===== config.mk =====
export PLATFORM = sky130hd
export DESIGN_NAME = binary_calc_stream
export DESIGN_NICKNAME = d
export VERILOG_FILES = /design/src/rtl/binary_calc_pkg.sv /design/src/rtl/binary_calc_stream_fifo.sv /design/src/rtl/binary_calc_stream.sv
export SDC_FILE = /design/constraint.sdc
export NUM_CORES = 1
export LEC_CHECK = 0
export CAP_MARGIN = 5
export CORE_ASPECT_RATIO = 1.1
export CORE_MARGIN = 2
export CORE_UTILIZATION = 40
export DETAILED_ROUTE_END_ITERATION = 8
export PLACE_DENSITY = 0.56
export SLEW_MARGIN = 5
export SYNTH_ARGS = -nofsm -noshare
export SYNTH_HDL_FRONTEND = slang
export SYNTH_SLANG_ARGS = --single-unit
export TNS_END_PERCENT = 100

===== constraint.sdc =====
create_clock -name clk_i -period 5.9 [get_ports clk_i]
set_input_delay 1.18 -clock clk_i [delete_from_list [all_inputs] [get_ports clk_i]]
set_output_delay 1.18 -clock clk_i [all_outputs]
set_load 0.03 [all_outputs]

===== src/rtl/binary_calc_pkg.sv =====
// Shared definitions for the streaming calculator: opcodes, flag layout,
// frame geometry and FSM state encoding.
package binary_calc_pkg;

    localparam int SEL_W   = 4;
    localparam int FLAGS_W = 4;

    localparam logic [SEL_W-1:0] OP_ADD = 4'd0;
    localparam logic [SEL_W-1:0] OP_SUB = 4'd1;
    localparam logic [SEL_W-1:0] OP_MUL = 4'd2;
    localparam logic [SEL_W-1:0] OP_SHL = 4'd3;
    localparam logic [SEL_W-1:0] OP_SHR = 4'd4;
    localparam logic [SEL_W-1:0] OP_AND = 4'd5;
    localparam logic [SEL_W-1:0] OP_OR  = 4'd6;
    localparam logic [SEL_W-1:0] OP_XOR = 4'd7;
    localparam logic [SEL_W-1:0] OP_NOT = 4'd8;
    localparam logic [SEL_W-1:0] OP_INC = 4'd9;
    localparam logic [SEL_W-1:0] OP_DEC = 4'd10;
    localparam logic [SEL_W-1:0] OP_CMP = 4'd11;

    // Bit positions inside the {C,Z,N,V} flag nibble.
    localparam int FLAG_C = 3;
    localparam int FLAG_Z = 2;
    localparam int FLAG_N = 1;
    localparam int FLAG_V = 0;

    function automatic int frame_w(input int data_w);
        return 3 * data_w + SEL_W + FLAGS_W;
    endfunction

    typedef enum logic [1:0] {
        ST_IDLE  = 2'd0,
        ST_LOAD  = 2'd1,
        ST_SHIFT = 2'd2
    } state_t;

endpackage


===== src/rtl/binary_calc_stream_fifo.sv =====
// Synchronous command FIFO with a first-word-fall-through head so the
// entry being popped can be evaluated in the same cycle.
module calc_cmd_fifo #(
    parameter int WIDTH = 20,
    parameter int DEPTH = 4
) (
    input  logic                     clk_i,
    input  logic                     reset_i,
    input  logic                     push_i,
    input  logic                     pop_i,
    input  logic [WIDTH-1:0]         wr_data_i,
    output logic [WIDTH-1:0]         rd_data_o,
    output logic                     full_o,
    output logic                     empty_o,
    output logic [$clog2(DEPTH):0]   count_o
);

    localparam int PTR_W = $clog2(DEPTH);

    logic [WIDTH-1:0] mem_q [DEPTH];
    logic [PTR_W-1:0] wr_ptr_q;
    logic [PTR_W-1:0] rd_ptr_q;
    logic [PTR_W:0]   count_q;
    logic             do_push;
    logic             do_pop;

    assign full_o    = (count_q == (PTR_W+1)'(DEPTH));
    assign empty_o   = (count_q == '0);
    assign count_o   = count_q;
    assign do_push   = push_i && !full_o;
    assign do_pop    = pop_i && !empty_o;
    assign rd_data_o = mem_q[rd_ptr_q];

    always_ff @(posedge clk_i) begin
        if (do_push) begin
            mem_q[wr_ptr_q] <= wr_data_i;
        end
    end

    always_ff @(posedge clk_i) begin
        if (reset_i) begin
            wr_ptr_q <= '0;
            rd_ptr_q <= '0;
            count_q  <= '0;
        end else begin
            if (do_push) begin
                wr_ptr_q <= wr_ptr_q + PTR_W'(1);
            end
            if (do_pop) begin
                rd_ptr_q <= rd_ptr_q + PTR_W'(1);
            end
            case ({do_push, do_pop})
                2'b10:   count_q <= count_q + (PTR_W+1)'(1);
                2'b01:   count_q <= count_q - (PTR_W+1)'(1);
                default: count_q <= count_q;
            endcase
        end
    end

endmodule


===== src/rtl/binary_calc_stream.sv =====
// Streaming calculator: queued commands are evaluated, packed as
// {A, B, Result, Sel, Flags} and serialised MSB first at a programmable rate.
module binary_calc_stream
    import binary_calc_pkg::*;
#(
    parameter int DATA_W     = 8,
    parameter int OUT_W      = 4,
    parameter int FIFO_DEPTH = 4,
    parameter int DIV_W      = 16
) (
    input  logic              clk_i,
    input  logic              reset_i,
    input  logic [DATA_W-1:0] in_a_i,
    input  logic [DATA_W-1:0] in_b_i,
    input  logic [SEL_W-1:0]  sel_i,
    input  logic              valid_cmd_i,
    output logic              cmd_ready_o,
    input  logic              config_div_i,
    input  logic [DIV_W-1:0]  din_i,
    output logic [OUT_W-1:0]  data_out_o,
    output logic              dout_valid_o,
    output logic              frame_start_o,
    output logic              busy_o,
    output logic              overflow_o
);

    localparam int FRAME_W = frame_w(DATA_W);
    localparam int BEATS   = FRAME_W / OUT_W;
    localparam int BEAT_W  = $clog2(BEATS + 1);
    localparam int CMD_W   = 2 * DATA_W + SEL_W;
    localparam int MSB     = DATA_W - 1;

    logic [CMD_W-1:0]           fifo_rd_data;
    logic                       fifo_full;
    logic                       fifo_empty;
    logic [$clog2(FIFO_DEPTH):0] fifo_count;
    logic                       fifo_push;
    logic                       fifo_pop;

    state_t              state_q, state_d;
    logic [DIV_W-1:0]    div_reg_q, div_reg_d;
    logic [DIV_W-1:0]    div_cnt_q, div_cnt_d;
    logic [BEAT_W-1:0]   beat_q, beat_d;
    logic [FRAME_W-1:0]  shreg_q, shreg_d;
    logic                dout_valid_q, dout_valid_d;
    logic                frame_start_q, frame_start_d;
    logic                overflow_q, overflow_d;

    logic [DATA_W-1:0]   cmd_a, cmd_b;
    logic [SEL_W-1:0]    cmd_sel;
    logic [DATA_W-1:0]   alu_res;
    logic [FLAGS_W-1:0]  alu_flags;
    logic [DATA_W:0]     alu_wide;
    logic                alu_c, alu_v;
    logic                tick;

    assign fifo_push = valid_cmd_i && !fifo_full;
    assign fifo_pop  = (state_q == ST_LOAD) && !fifo_empty;

    calc_cmd_fifo #(
        .WIDTH (CMD_W),
        .DEPTH (FIFO_DEPTH)
    ) u_fifo (
        .clk_i     (clk_i),
        .reset_i   (reset_i),
        .push_i    (fifo_push),
        .pop_i     (fifo_pop),
        .wr_data_i ({in_a_i, in_b_i, sel_i}),
        .rd_data_o (fifo_rd_data),
        .full_o    (fifo_full),
        .empty_o   (fifo_empty),
        .count_o   (fifo_count)
    );

    assign cmd_a   = fifo_rd_data[CMD_W-1 -: DATA_W];
    assign cmd_b   = fifo_rd_data[SEL_W+DATA_W-1 -: DATA_W];
    assign cmd_sel = fifo_rd_data[SEL_W-1:0];

    // ALU evaluates the FIFO head; its result is captured only in LOAD.
    always_comb begin
        alu_wide  = '0;
        alu_res   = '0;
        alu_c     = 1'b0;
        alu_v     = 1'b0;
        alu_flags = '0;
        case (cmd_sel)
            OP_ADD: begin
                alu_wide = {1'b0, cmd_a} + {1'b0, cmd_b};
                alu_res  = alu_wide[DATA_W-1:0];
                alu_c    = alu_wide[DATA_W];
                alu_v    = (cmd_a[MSB] == cmd_b[MSB]) && (alu_res[MSB] != cmd_a[MSB]);
            end
            OP_SUB: begin
                alu_wide = {1'b0, cmd_a} - {1'b0, cmd_b};
                alu_res  = alu_wide[DATA_W-1:0];
                alu_c    = alu_wide[DATA_W];
                alu_v    = (cmd_a[MSB] != cmd_b[MSB]) && (alu_res[MSB] != cmd_a[MSB]);
            end
            OP_MUL: alu_res = cmd_a * cmd_b;
            OP_SHL: begin
                alu_res = {cmd_a[DATA_W-2:0], 1'b0};
                alu_c   = cmd_a[MSB];
            end
            OP_SHR: begin
                alu_res = {1'b0, cmd_a[DATA_W-1:1]};
                alu_c   = cmd_a[0];
            end
            OP_AND: alu_res = cmd_a & cmd_b;
            OP_OR:  alu_res = cmd_a | cmd_b;
            OP_XOR: alu_res = cmd_a ^ cmd_b;
            OP_NOT: alu_res = ~cmd_a;
            OP_INC: begin
                alu_wide = {1'b0, cmd_a} + (DATA_W+1)'(1);
                alu_res  = alu_wide[DATA_W-1:0];
                alu_c    = alu_wide[DATA_W];
                alu_v    = alu_res[MSB] && !cmd_a[MSB];
            end
            OP_DEC: begin
                alu_wide = {1'b0, cmd_a} - (DATA_W+1)'(1);
                alu_res  = alu_wide[DATA_W-1:0];
                alu_c    = alu_wide[DATA_W];
                alu_v    = cmd_a[MSB] && !alu_res[MSB];
            end
            OP_CMP: alu_res = (cmd_a < cmd_b) ? DATA_W'(1) : '0;
            default: alu_res = '0;
        endcase
        if (cmd_sel <= OP_CMP) begin
            alu_flags[FLAG_C] = alu_c;
            alu_flags[FLAG_Z] = (alu_res == '0);
            alu_flags[FLAG_N] = alu_res[MSB];
            alu_flags[FLAG_V] = alu_v;
        end
    end

    assign tick = (div_cnt_q == div_reg_q);

    always_comb begin
        state_d       = state_q;
        div_reg_d     = div_reg_q;
        div_cnt_d     = div_cnt_q;
        beat_d        = beat_q;
        shreg_d       = shreg_q;
        dout_valid_d  = dout_valid_q;
        frame_start_d = 1'b0;
        overflow_d    = overflow_q || (valid_cmd_i && fifo_full);
        case (state_q)
            ST_IDLE: begin
                if (config_div_i && fifo_empty) begin
                    div_reg_d = din_i;
                end
                if (!fifo_empty) begin
                    state_d = ST_LOAD;
                end
            end
            ST_LOAD: begin
                shreg_d       = {cmd_a, cmd_b, alu_res, cmd_sel, alu_flags};
                beat_d        = '0;
                div_cnt_d     = '0;
                dout_valid_d  = 1'b1;
                frame_start_d = 1'b1;
                state_d       = ST_SHIFT;
            end
            ST_SHIFT: begin
                if (tick) begin
                    div_cnt_d = '0;
                    // Shifting past the last beat leaves the register all-zero.
                    shreg_d   = shreg_q << OUT_W;
                    if (beat_q == BEAT_W'(BEATS - 1)) begin
                        dout_valid_d = 1'b0;
                        state_d      = ST_IDLE;
                    end else begin
                        beat_d = beat_q + BEAT_W'(1);
                    end
                end else begin
                    div_cnt_d = div_cnt_q + DIV_W'(1);
                end
            end
            default: state_d = ST_IDLE;
        endcase
    end

    always_ff @(posedge clk_i) begin
        if (reset_i) begin
            state_q       <= ST_IDLE;
            div_reg_q     <= '0;
            div_cnt_q     <= '0;
            beat_q        <= '0;
            shreg_q       <= '0;
            dout_valid_q  <= 1'b0;
            frame_start_q <= 1'b0;
            overflow_q    <= 1'b0;
        end else begin
            state_q       <= state_d;
            div_reg_q     <= div_reg_d;
            div_cnt_q     <= div_cnt_d;
            beat_q        <= beat_d;
            shreg_q       <= shreg_d;
            dout_valid_q  <= dout_valid_d;
            frame_start_q <= frame_start_d;
            overflow_q    <= overflow_d;
        end
    end

    assign data_out_o    = shreg_q[FRAME_W-1 -: OUT_W];
    assign dout_valid_o  = dout_valid_q;
    assign frame_start_o = frame_start_q;
    assign overflow_o    = overflow_q;
    assign cmd_ready_o   = !fifo_full;
    assign busy_o        = (state_q != ST_IDLE) || (fifo_count != '0);

endmodule

==> results of run 1 <==
## logic make-up after synthesis
kind of cell	after synthesis	synth area share [%]
AOI/OAI and AO/OA	156	11.8
xor gates and xnor gates	66	6.50
adders and majority gates	69	10.5
buffers and inverters	114	5.02
DFF	162	43.4
muxes	57	9.00
and+or+nand+nor	292	13.8
## registers in the layout, indices dropped and copies added (netlist names), named ones only
| signal | cells |
|---|---|
| u_fifo.count_o | 3 |
| state_q | 2 |
| beat_q | 4 |
| dout_valid_o | 1 |
| u_fifo.rd_ptr_q | 2 |
| u_fifo.mem_q | 80 |
| u_fifo.wr_ptr_q | 2 |
| frame_start_o | 1 |
| div_reg_q | 16 |
| div_cnt_q | 16 |
| overflow_o | 1 |
| shreg_q | 32 |
## cell usage after synthesis, types with 4 or more instances
cell / instances / area (um^2)
a211oi_1: 20 / 150
a21o_1: 7 / 52.6
ha_1: 54 / 676
inv_1: 55 / 206
nand2b_1: 11 / 68.8
fa_1: 15 / 300
nand4_1: 9 / 56.3
nor3_1: 12 / 60.1
nor2_1: 113 / 424
dfxtp_1: 82 / 1640
mux4_2: 17 / 383
o211ai_1: 7 / 52.6
o21ai_0: 12 / 60.1
clkinv_1: 5 / 18.8
xnor2_1: 46 / 403
mux2_2: 5 / 56.3
edfxtp_1: 80 / 2400
mux2i_1: 32 / 320
a31oi_1: 4 / 25.0
a21oi_1: 47 / 235
clkbuf_1: 35 / 131
buf_4: 4 / 30.0
a221oi_1: 4 / 35.0
nand2_1: 94 / 353
or3_1: 4 / 25.0
o221ai_1: 7 / 61.3
and3_1: 9 / 56.3
nand3_1: 17 / 85.1
xor2_1: 18 / 158
buf_1: 4 / 15.0
a22oi_1: 12 / 90.1
buf_2: 8 / 40.0
nor2b_1: 9 / 56.3
## routing by layer
metal / track usage (%) / vias to the layer above / share of wire, %
li1: - / 3300 / -
met3: 3.47 / 41 / 5.2
met2: 31.6 / 205 / 48
met4: 6.23 / 0 / 2.2
met5: 0 / - / 0
met1: 25.7 / 3287 / 45
## cells in the final DEF, fill, tap and decap left out, drive strengths merged, types with 4 or more instances in the layout
cell           instances
nand3                 17
xor2                  18
nand2b                11
a22oi                 12
o211ai                 7
buf                   17
inv                   62
a221oi                 4
nor2                 113
o21ai                 13
a31oi                  4
clkinv                 6
a211oi                20
a21o                   7
xnor2                 46
mux4                  20
mux2i                 32
edfxtp                80
clkbuf                23
nor2b                  9
nand2                 94
nor3                  12
o221ai                 7
and3                   9
ha                    54
clkdlybuf4s50         47
mux2                   5
a21oi                 47
fa                    15
dfxtp                 82
or3                    5
nand4                  9
## stage by stage
stage	worst slack, ns	cells	utilization, %	instance area [um^2]	hold slack (ns)
after floorplan	0.695	916	-	9320	0.426
after global placement	0.562	1227	44.0	10100	0.448
after detailed placement	0.476	1227	44.0	10100	0.443
after CTS	0.450	1259	46.6	10700	0.462
after global routing	0.107	1259	46.6	10700	0.484
final	0.446	1259	46.6	10700	0.461
## report_power, final
group	internal (mW)	switching, mW
clock network	0.670	0.476
registers	1.37	0.0990
logic	1.29	1.79
total	3.32	2.36
## layout make-up
| type | count | area share, % |
|---|---|---|
| repair buffers | 64 | 5.71 |
| well taps | 300 | 3.52 |
| clock inverters | 9 | 1.12 |
| flip-flops and latches | 162 | 37.9 |
| clock buffers | 23 | 4.50 |
| multi-input cells | 640 | 45.1 |
| inverters | 61 | 2.15 |
## worst max-delay path: cells and delay by family, from the launching register on
family          cells  cell delay [ns]
compound gates      4             0.73
xor+xnor            1             0.14
fa+ha+maj           5             2.14
simple gates        2             0.71
flops               1             0.49
buf+inv             4             0.55
mux                 1             0.58
## final timing paths
| path | startpoint | endpoint | slack, ns |
|---|---|---|---|
| worst max-delay path | flop | shreg_q[2] | 0.45 |
| worst min-delay path | shreg_q[2] | shreg_q[2] | 0.46 |
| worst max register to register | flop | shreg_q[2] | 0.45 |
| worst min register to register | shreg_q[2] | shreg_q[2] | 0.46 |
==> run metrics, run 1 <==
status=finished clean; Syn Area/Cell=10.2 um^2; Most common cell on crit path=fa_1; asr flop ratio synth=0%; Total Wirelength=22900 um; Mapped Cells=916; Setup Buffers After CTS=0; data required time of the worst path=6.23 ns; final net count=1055; DRT iter0 DRCs=572; DP HPWL=16400 um; PwrDens=533 nW/um^2; TritonCTS Sinks=162; fin. max-slew vios=0; Reg2Reg Depth=17; IO Port Bufs=48; P&R area growth vs syn=14.4%; Initial Util=40.7%; DRT Pass-1 Iters=8; Slew @ Worst Pin=1.10 ns; Netlist cell types=68; vias in the first global route=6532; Ports=49; Setup TNS Final=0 ns; Total GRT Usage=19.2%; largest stage delay on the critical path=0.60 ns; DR WL/cell=18.2 um; Die Area=24500 um^2; share of cells above drive strength 1=8.34%; syn nets=1025; total power=5.68 mW; Clock Latency Late Sink=0.43 ns; # fillers=2158; Hold Crit Depth=2; unrepaired setup endpoints after global routing=no; Synth Cell Area=9320 um^2; max cap viols=0; Max Freq=183 MHz; DRC violations left=0; crit path DAT=5.78 ns; Worst Setup Start Kind=flop; Crit. End Element=flop; DRT antenna net count=0; EDFF count, synth=80; drt via density=5.43; # hold bufs at CTS=0; CTS root buffer=clkbuf_16; first-pass GRT wire length=36100 um; Die Span Y=164 um; Final min period=5.45 ns; # diodes=0; Leak Pwr=3.91 nW; sequential cell area=4040 um^2; TritonCTS Buffers=17; Final Wtd Congestion=0.965; Final Hold Viols=0; routed via count=6833; die width=150 um; CTS tree=yes; register bit count reported by yosys=162; crit share post-route=92.4%; CTS clock-pin slew for the worst setup and hold paths=0.06 ns; critical path class=reg -> reg; Min-Delay Path Class=reg -> reg; Setup violations, final=0; worst-path maximum fanout=12; Slowest-stage cell, CP=or4_1; Max IR drop VDD=0.000313 V; largest net degree at the start of global routing=69; register area share after synthesis=43.4%; initial antenna violation count=0; synth warn=0; Max Root-Sink Buffers=2; Congestion Overflow GR=0; worst-path cell chain=buf_12 -> mux4_1 -> clkinv_1 -> nor2_1 -> fa_1 -> inv_1 -> fa_1 -> fa_1 -> fa_1 -> inv_1 -> ha_1 -> xnor2_1 -> a32oi_1 -> o311a_1 -> o311ai_0 -> or4_1 -> o41ai_2; H-tree levels=4; # resized after CTS=0; Core ar.=22900 um^2; Layout Skew=0.0171 ns; multi-input logic area=4800 um^2; Rel. slew slack=26.7%; ys flop type=dfxtp_1; site row count=58
No activity file was read; power rests on OpenSTA's default activity.
==> run 2: changes to the inputs <==
- CORE_UTILIZATION: 40 -> 61
- PLACE_DENSITY: 0.56 -> 0.8
==> run 2 against run 1 <==
Critical endpoint unchanged. Routed wire length fell by 2.3%. Combinational power barely moved. Setup slack improved by 0.12 ns. Flip-flop and latch count did not move. Power fell by 0.89%. Utilization rose by 23 points.
==> run metrics, run 2 (synthesis results as in run 1) <==
status=finished clean; first-pass GRT wire length=35300 um; Flop pwr share=26.0%; site row count=47; Rel. slew slack=29.1%; CTS clock-pin slew for the worst setup and hold paths=0.07 ns; critical path class=reg -> reg; crit path DAT=5.66 ns; drt via density=6.05; post-route design area=10500 um^2; Top Registers=u_fifo.mem_q: 80 flops, shreg_q: 32 flops; DRT iter0 DRCs=782; Die Span Y=134 um; Levels on crit path=17; Die Area=16300 um^2; Area after DPL=9920 um^2; Largest register FFs=80; Total GRT Usage=28.4%; CP bufs+invs=3; Final Hold Viols=0; final std cells w/o fill=1154; share of cells above drive strength 1=8.66%; P&R area growth vs syn=12.7%; Critical Path Sink=shreg_q[2]; fin. max-slew vios=0; Worst Setup Start Kind=flop; Setup Buffers After CTS=0; initial antenna violation count=0; largest net degree at the start of global routing=69; crit share post-route=90.4%; Reg2Reg Depth=17; Clk network pwr share=19.0%; # placed instances=1122; most frequent cells in the layout=nor2_1, nand2_1, dfxtp_1; Psw=2.38 mW; Max Root-Sink Buffers=2; Min-Delay Path Class=reg -> reg; Crit. End Element=flop; Max IR drop VDD=0.000314 V; most common cell after layout, fill and taps aside=nor2_1; Final Util=70.0%; Congestion Overflow GR=0; CP delay by family, top=adder cells; RR Endpoint=shreg_q[2]; Core ar.=15000 um^2; Layout Skew=0.0110 ns; # fillers=1091; vias in the first global route=6870; Setup violations, final=0; unrepaired setup endpoints after global routing=no; Setup TNS Final=0 ns; DRT Pass-1 Iters=6; Slowest-stage cell, CP=mux4_2; final net count=1054; # resized after CTS=0; data required time of the worst path=6.23 ns; CTS tree=yes; TritonCTS Sinks=162; H-tree levels=4; # diodes=0; worst-path cell chain=buf_4 -> mux4_2 -> ha_1 -> fa_1 -> fa_1 -> ha_1 -> inv_1 -> fa_1 -> inv_1 -> ha_1 -> a21o_1 -> a21oi_1 -> xnor3_1 -> xnor3_1 -> nand2_1 -> o211ai_1 -> o41ai_2; DRC violations left=0; worst-path maximum fanout=12; Final Wtd Congestion=0.983; DRT antenna net count=0; Slew @ Worst Pin=1.06 ns; largest stage delay on the critical path=0.61 ns; max cap viols=0; TritonCTS Buffers=17; PwrDens=537 nW/um^2; Leak Pwr=3.89 nW; # hold bufs at CTS=0; Ports=49; CTS root buffer=clkbuf_16; Initial Util=62.1%; routed via count=6984; Max Freq=188 MHz; Combinational Power Share=55.0%; IO Port Bufs=48; Top reg by flops=u_fifo.mem_q; die width=122 um; DR WL/cell=19.4 um; Internal Dissipation=3.25 mW; Final min period=5.33 ns; Total Wirelength=22400 um; DP HPWL=15700 um; switching share of power=42.3%; flop-to-flop setup slack=0.57 ns; Clock Latency Late Sink=0.42 ns
[run 2: cell types whose count changed in the layout (fill, tap and decap cells not counted), moves of 2 or more]
cell / before / now
clkbuf_1: 4 / 0
clkinv_2: 0 / 2
clkinvlp_4: 0 / 2
inv_8: 1 / 3
[run 2: area by class of cell]
type | count | area, um^2 | area share (%)
multi-input cells | 640 | 4800 | 45.8
flip-flops and latches | 162 | 4040 | 38.5
repair buffers | 63 | 601 | 5.72
clock buffers | 18 | 430 | 4.10
well taps | 196 | 245 | 2.34
inverters | 61 | 229 | 2.18
clock inverters | 14 | 146 | 1.39
[run 2: how the worst min path moves through the flow]
| stage | start | to | cells past startpoint |
|---|---|---|---|
| 3_5_place_dp | shreg_q[13] | shreg_q[13] | 2 |
| 2_1_floorplan | shreg_q[2] | shreg_q[2] | 2 |
| 3_3_place_gp | shreg_q[13] | shreg_q[13] | 2 |
| 5_1_grt | shreg_q[3] | shreg_q[3] | 2 |
| 4_1_cts | shreg_q[13] | shreg_q[13] | 2 |
| 6_report | shreg_q[13] | shreg_q[13] | 2 |
[run 2: metrics by stage]
stage                     worst slack (ns)  power, mW  hold WS (ns)
after floorplan                      0.695       3.76         0.426
after global placement               0.738       4.45         0.444
after detailed placement             0.600       4.50         0.444
after CTS                            0.585       5.60         0.460
after global routing                 0.308       6.01         0.478
final                                0.568       5.63         0.460
[run 2: metal layers]
metal	wire [um]	GRT usage (%)
met2	10900	46.5
met1	9300	37.4
met3	1430	4.79
met4	689	11.7
met5	0	0
[run 2: power by group through the flow]
stage | combinational (mW) | clock [mW] | sequential [mW]
6_report | 3.10 | 1.07 | 1.46
5_1_grt | 3.39 | 1.13 | 1.48
4_1_cts | 3.06 | 1.08 | 1.46
3_5_place_dp | 3.02 | 0 | 1.49
3_3_place_gp | 2.97 | 0 | 1.48
2_1_floorplan | 2.30 | 0 | 1.46
[run 2: tightest hold or removal path: stages, from the launching register on]
cell     delay, ns
dfxtp_1       0.31
nand2_1       0.05
a21oi_1       0.05
==> run 3: changes to the inputs <==
- CORE_MARGIN: 2 -> default
==> run 3 against run 2 <==
Register-to-register slack got worse by 0.09 ns. Flip-flop and latch count did not move. Critical path depth did not move. Final area rose by 0.23%. Critical endpoint unchanged. Fmax fell by 1.6%. Cell count did not move. Clock skew rose by 0.0059 ns. Non-clock buffer count did not move. Sequential power barely moved. Via count rose by 0.30%. First-iteration DRC count fell by 24%. Combinational power barely moved.
==> run metrics, run 3 (synthesis results as in run 1) <==
status=finished clean; Leak Pwr=3.89 nW; # diodes=0; Top Registers=u_fifo.mem_q: 80 flops, shreg_q: 32 flops; PwrDens=537 nW/um^2; Congestion Overflow GR=0; Final min period=5.42 ns; Rel. slew slack=31.0%; Final Wtd Congestion=0.956; max cap viols=0; Setup violations, final=0; H-tree levels=4; site row count=47; # hold bufs at CTS=0; drt via density=6.07; Final Util=70.2%; DP HPWL=15900 um; Slew @ Worst Pin=1.04 ns; Setup TNS Final=0 ns; fin. max-slew vios=0; most frequent cells in the layout=nor2_1, nand2_1, dfxtp_1; Layout Skew=0.0169 ns; WL met1=9420 um; Total Wirelength=22300 um; Total GRT Usage=29.8%; Min-Delay Path Class=reg -> reg; initial antenna violation count=0; Most common cell on crit path=fa_1; DRC violations left=0; Max IR drop VDD=0.000347 V; Worst Setup Start Kind=flop; Crit. End Element=flop; TritonCTS Sinks=162; Clock Latency Late Sink=0.43 ns; largest net degree at the start of global routing=69; crit share post-route=91.9%; DR WL/cell=19.3 um; CP delay by family, top=adder cells; final worst slack=0.479 ns; DRT iter0 DRCs=598; Setup Buffers After CTS=0; die width=120 um; Final Hold Viols=0; met3 routed WL=1470 um; Ports=49; CTS clock-pin slew for the worst setup and hold paths=0.07 ns; TritonCTS Buffers=17; Largest register FFs=80; share of cells above drive strength 1=8.46%; Top reg by flops=u_fifo.mem_q; Core ar.=15000 um^2; flop-to-flop setup slack=0.48 ns; unrepaired setup endpoints after global routing=no; met2 WL=10600 um; first-pass GRT wire length=35600 um; worst slack, placed=0.486 ns; DRT antenna net count=0; Slowest-stage cell, CP=mux4_1; largest stage delay on the critical path=0.62 ns; # resized after CTS=0; Die Area=15800 um^2; Max Freq=184 MHz; worst-path maximum fanout=19; Max Root-Sink Buffers=2; Critical Path Sink=shreg_q[2]; Levels on crit path=17; crit path DAT=5.76 ns; P&R area growth vs syn=13.0%; critical path class=reg -> reg; CP bufs+invs=4; Initial Util=62.1%; max layer used=met4; worst-path cell chain=buf_4 -> mux4_1 -> clkinv_1 -> nor2_1 -> fa_1 -> inv_1 -> fa_1 -> fa_1 -> fa_1 -> inv_1 -> ha_1 -> xnor2_1 -> a32oi_1 -> o311a_1 -> o311ai_0 -> or4_1 -> o41ai_2; CTS root buffer=clkbuf_16; Die Span Y=132 um; RR Endpoint=shreg_q[2]; IO Port Bufs=48; vias in the first global route=6838; data required time of the worst path=6.24 ns; final net count=1054; Reg2Reg Depth=17; DRT Pass-1 Iters=6; most common cell after layout, fill and taps aside=nor2_1; CTS tree=yes; total power=5.65 mW; routed via count=7005
==> run 3: cell types whose count changed in the layout (fill, tap and decap cells not counted) <==
| cell | previous run | this run |
|---|---|---|
| inv_6 | 4 | 2 |
| clkbuf_2 | 1 | 0 |
| clkinvlp_4 | 2 | 3 |
| clkinv_1 | 5 | 6 |
| inv_4 | 1 | 0 |
| clkinv_2 | 2 | 0 |
| bufinv_16 | 1 | 2 |
| clkbuf_1 | 0 | 1 |
| clkinv_4 | 0 | 2 |
==> run 3: metal layers <==
layer,vias to the layer above,global-route usage (%)
li1,3294,-
met1,3352,39.3
met2,301,47.2
met3,58,6.29
met4,0,13.5
met5,-,0
==> run 3: through the flow <==
stage / instances / hold WS (ns) / area [um^2]
finish: 1154 / 0.464 / 10500
CTS: 1154 / 0.461 / 10500
global route: 1154 / 0.486 / 10500
global placement: 1122 / 0.446 / 9920
floorplan: 916 / 0.426 / 9320
detailed placement: 1122 / 0.451 / 9920
==> run 3: worst min-delay path by stage <==
| stage | startpoint | to | depth (start not counted) |
|---|---|---|---|
| 3_5_place_dp | shreg_q[3] | shreg_q[3] | 2 |
| 3_3_place_gp | shreg_q[13] | shreg_q[13] | 2 |
| 2_1_floorplan | shreg_q[2] | shreg_q[2] | 2 |
| 5_1_grt | shreg_q[3] | shreg_q[3] | 2 |
| 6_report | shreg_q[3] | shreg_q[3] | 2 |
| 4_1_cts | shreg_q[3] | shreg_q[3] | 2 |
==> run 3: where the power goes <==
group	switching [mW]	internal, mW
registers	0.0977	1.37
clock network	0.465	0.637
logic	1.80	1.29
total	2.36	3.29
==> run 3: area by class of cell <==
class / count / area (um^2)
inverter: 61 / 229
multi-input combinational: 640 / 4800
clock inverter: 14 / 171
clock buffer: 18 / 429
timing repair buffer: 63 / 601
fill: 1125 / 4470
sequential: 162 / 4040
tap: 196 / 245
==> run 3: worst reg2reg max path: cells and delay by family (launching register included) <==
family / cells / cell delay, ns
buf+inv: 4 / 0.64
simple gates: 2 / 0.69
flops: 1 / 0.33
fa+ha+maj: 5 / 2.21
xor+xnor: 1 / 0.15
compound gates: 4 / 0.70
mux: 1 / 0.64
